==> src/rtl/imem_port_arbiter.sv <==
// Arbitrates a single-port synchronous-read instruction RAM between CPU fetch (read)
// and the program loader (write). Fetch wins unless the loader has been starved.
module imem_port_arbiter #(
  parameter int ADDR_W       = 8,
  parameter int STARVE_LIMIT = 4
) (
  input  logic              clk,
  input  logic              rst_n,
  input  logic              f_req,
  input  logic [31:0]       f_addr,
  output logic              f_gnt,
  output logic              f_rvalid,
  output logic [31:0]       f_rdata,
  input  logic              l_req,
  input  logic [31:0]       l_addr,
  input  logic [31:0]       l_wdata,
  output logic              l_gnt,
  output logic              m_en,
  output logic              m_we,
  output logic [ADDR_W-1:0] m_addr,
  output logic [31:0]       m_wdata,
  input  logic [31:0]       m_rdata,
  output logic [3:0]        starve_cnt_o
);

  localparam logic [3:0] LIMIT = 4'(STARVE_LIMIT);

  logic [3:0]        starve_cnt_q, starve_cnt_d;
  logic              f_rvalid_q;
  logic [ADDR_W-1:0] addr_q;
  logic [31:0]       wdata_q;
  logic [ADDR_W-1:0] f_word, l_word;
  logic              force_l;

  // Byte offset and bits above the array are dropped: addresses wrap silently.
  assign f_word = f_addr[ADDR_W+1:2];
  assign l_word = l_addr[ADDR_W+1:2];

  logic unused_addr_bits;
  assign unused_addr_bits = ^{f_addr[31:ADDR_W+2], f_addr[1:0],
                              l_addr[31:ADDR_W+2], l_addr[1:0]};

  assign force_l = l_req && (starve_cnt_q == LIMIT);

  // Grants are held off during reset so no write can reach the RAM.
  always_comb begin
    f_gnt = 1'b0;
    l_gnt = 1'b0;
    if (rst_n) begin
      if (f_req && !force_l) begin
        f_gnt = 1'b1;
      end else if (l_req) begin
        l_gnt = 1'b1;
      end
    end
  end

  always_comb begin
    m_en    = f_gnt | l_gnt;
    m_we    = l_gnt;
    m_addr  = addr_q;
    m_wdata = wdata_q;
    if (f_gnt) begin
      m_addr = f_word;
    end else if (l_gnt) begin
      m_addr  = l_word;
      m_wdata = l_wdata;
    end
  end

  always_comb begin
    starve_cnt_d = starve_cnt_q;
    if (!l_req || l_gnt) begin
      starve_cnt_d = 4'd0;
    end else if (f_gnt && (starve_cnt_q < LIMIT)) begin
      starve_cnt_d = starve_cnt_q + 4'd1;
    end
  end

  always_ff @(posedge clk or negedge rst_n) begin
    if (!rst_n) begin
      starve_cnt_q <= 4'd0;
      f_rvalid_q   <= 1'b0;
      addr_q       <= '0;
      wdata_q      <= '0;
    end else begin
      starve_cnt_q <= starve_cnt_d;
      f_rvalid_q   <= f_gnt;
      addr_q       <= m_addr;
      wdata_q      <= m_wdata;
    end
  end

  assign f_rvalid     = f_rvalid_q;
  assign f_rdata      = m_rdata;
  assign starve_cnt_o = starve_cnt_q;

endmodule

==> config.mk <==
export PLATFORM = sky130hd
export DESIGN_NAME = imem_port_arbiter
export DESIGN_NICKNAME = d
export VERILOG_FILES = /design/src/rtl/imem_port_arbiter.sv
export SDC_FILE = /design/constraint.sdc
export NUM_CORES = 1
export LEC_CHECK = 0
export BUFFER_PORTS_ARGS = -buffer_cell sky130_fd_sc_hd__clkbuf_2
export CORE_MARGIN = 3
export CORE_UTILIZATION = 38
export CTS_BUF_LIST = sky130_fd_sc_hd__clkbuf_2 sky130_fd_sc_hd__clkbuf_4 sky130_fd_sc_hd__clkbuf_8
export DETAILED_ROUTE_END_ITERATION = 12
export HOLD_SLACK_MARGIN = 0.12
export PLACE_DENSITY_LB_ADDON = 0.08
export SLEW_MARGIN = 20
export SYNTH_ARGS = -nofsm -noshare
export SYNTH_HDL_FRONTEND = slang
export SYNTH_SLANG_ARGS = --single-unit
==> constraint.sdc <==
create_clock -name clk -period 2.14 [get_ports clk]
set_input_delay 0.321 -clock clk [delete_from_list [all_inputs] [get_ports clk]]
set_output_delay 0.321 -clock clk [all_outputs]
set_load 0.01 [all_outputs]
==> reports/metrics.yaml <==
sta:
  rsz0062_at_grt: "true"
  fmax_ghz: 0.431
  setup_viol: 40
  min_period_ps: 2320
  tightestPinTransition_ps: 507
  finalCritPeriodShare: 1.08
  skew_ps: 3.99
  finalWorstSetupSlack_ps: -178
  hold_viol_final: 0
  maxSlewHeadroom: 0.662
  drv_slew: 0
pwr:
  powerDensity_nw_per_um2: 786
  switching_power_uw: 559
  cellLeakagePower_nw: 1.42
  p_comb_frac: 0.280
  finalPower_mw: 2.08
  p_sw_frac: 0.269
  internal_power_mw: 1.52
  peakVddDrop_mv: 0.342
  clkPwrFrac: 0.228
  p_seq_frac: 0.492
worst_setup_path:
  cpLargestDelayFamily: "compound AO/OA/AOI/OAI gates"
  path_cells: "inv_2 -> ha_2 -> and3b_2 -> o211a_4 -> buf_12 -> a221o_1 -> clkbuf_2"
  max_stage_delay_ps: 360
  critical_path_class: "reg2out"
  crit_path_start_kind: "flip-flop"
  critPathMaxFanout: 23
  critPathLaunch: "starve_cnt_o[0]"
  end_kind: "primary output"
  r2r_cells: 6
  reg2reg_slack_ps: 450
  slowest_stage: "dfrtp_1"
  r2r-end: "addr_q[3]"
  cp.depth: 7
  endpoint: "m_addr[6]"
  worst-path-buf-inv: 3
  worstPathArrival_ps: 2000
  r2r_start: "starve_cnt_o[0]"
  worst-endpoint-required_ps: 1820
grt:
  grt_max_degree: 42
  grt_pass1_vias: 1466
  grt_pass1_wl_microns: 7270
  track_usage: 0.142
  antenna_found_initial: 0
  grt_overflow: 0
synth:
  yosys_warnings: 0
  synth_seq_cells: 45
  synth-edff-count: 0
  avgSynthCellArea_sq_um: 14.7
  ys_types: 22
  async_reset_ff_frac: 1.00
  seq_area_frac_synth: 0.509
  synthesis.area_sq_um: 2210
  synthCells: 150
  synth_nets: 284
  synth_ff_type: "dfrtp_1"
cells_and_area:
  drive_gt1_frac: 0.673
  fin_util: 0.474
  fin_nets: 361
  seq_area_sq_um: 1130
  area_delta_synth_final_pct: 19.5
  multi_input_area_sq_um: 758
  diodes: 0
  fillers: 519
job:
  cap_violations: 0
drt:
  viasPerCell: 4.76
  dr.pass1.iters: 4
  drt_iter0_drc: 46
  wire_per_inst_microns: 15.8
  postRouteAntennaNets: 0
  routed_wl_microns: 4710
  drc: 0
  via_count: 1418
cts:
  path_clk_slew_ps: 80
  insertion_delay_ps: 290
  h-tree-depth: 2
  cts.sinks: 45
  cts_tree: "done"
  cts_buffers: 5
  root_buffer: "clkbuf_8"
  clockBufferDepth: 2
floorplan:
  die_w_microns: 82.3
  die_y_microns: 82.3
  io_pins: 213
  design.die.area_sq_um: 6770
  rows: 27
  start_util: 0.397
  core_area_sq_um: 5570
worst_hold_path:
  hold_class: "in2async"
run_status:
  violations: "negative setup slack"
  status: "finished, violations left"
placement:
  numPortBuffers: 100
  gp_congestion: 0.798
  post-dp-hpwl_microns: 3610
[how the worst min path moves through the flow]
stage                            to  slack (ps)  cells after the start
floorplan                 addr_q[0]          30                      0
CTS                     wdata_q[16]         240                      2
global route            wdata_q[29]         260                      2
finish                  wdata_q[16]         230                      2
detailed placement  starve_cnt_o[2]         190                      1
global placement        wdata_q[29]         180                      1
[worst register-to-register path, delay by kind of cell, from the launching register on]
family,cells,cell delay (ps)
fa+ha+maj,1,170
flops,1,360
simple gates,1,230
compound gates,2,590
buf+inv,2,220
[layout make-up]
type / count / share of cell area
clock buffer: 5 / 0.0260
clock inverter: 1 / 0.00189
inverter: 4 / 0.00568
multi-input combinational: 64 / 0.287
sequential: 45 / 0.426
tap: 72 / 0.0341
timing repair buffer: 107 / 0.220
[stage by stage]
step | instances | instance area [sq um] | setup TNS, ps | hold slack, ps | setup slack [ps]
after detailed placement | 289 | 2540 | 0 | 186 | 60.3
after CTS | 298 | 2640 | -7040 | 242 | -193
after global placement | 289 | 2540 | 0 | 179 | 84.4
after floorplan | 150 | 2210 | 0 | 25.4 | 178
after global routing | 298 | 2640 | -9480 | 260 | -257
final | 298 | 2640 | -6390 | 226 | -178
[cells by family after synthesis]
group	after synthesis	share of synthesized area
xor+xnor	1	0.00396
simple gates	15	0.0469
compound gates	13	0.0571
buf+inv	41	0.151
fa+ha+maj	2	0.0113
flops	45	0.509
mux	33	0.221
[layer usage]
metal,vias up,track usage,wire length [microns]
met4,0,0.0731,169
met1,657,0.174,1780
li1,635,-,-
met5,-,0,0
met2,101,0.225,2240
met3,25,0.0412,515
[state kept, by name, indices dropped and copies added (netlist names)]
register	cells
f_rvalid	1
wdata_q	32
addr_q	8
starve_cnt_o	4
[Yosys cell counts (2+ instances only)]
library cell,n,area [sq um]
and3_1,2,12.5
buf_4,33,248
dfrtp_1,45,1130
and2_1,8,50.1
a221o_1,8,80.1
ha_1,2,25.0
mux2_4,31,465
inv_1,4,15.0
mux2_2,2,22.5
buf_12,3,60.1
[power groups by stage]
stage	Sequential, mW	Clock, mW	Combinational (mW)
floorplan	1.03	0	0.413
global placement	1.03	0	0.578
detailed placement	1.04	0	0.586
CTS	1.02	0.498	0.595
global route	1.04	0.536	0.642
finish	1.02	0.474	0.583
[what timing repair did]
item | in CTS | in global routing
setup buffers | 2 | 0
resized for setup | 3 | 0
hold buffers | 1 | 0
cloned | 0 | 0
setup endpoints to repair | 40 | 40
hold endpoints to repair | 4 | 0
[cells in the final DEF (no fill, tap or decap), types with 2 or more instances in the layout]
cell type,n
buf_4,4
buf_12,2
inv_1,3
dfrtp_1,45
a221o_1,8
mux2_4,32
and2_1,8
clkbuf_2,100
clkbuf_8,5
and3_1,2
(Power assumes the default switching activity.)
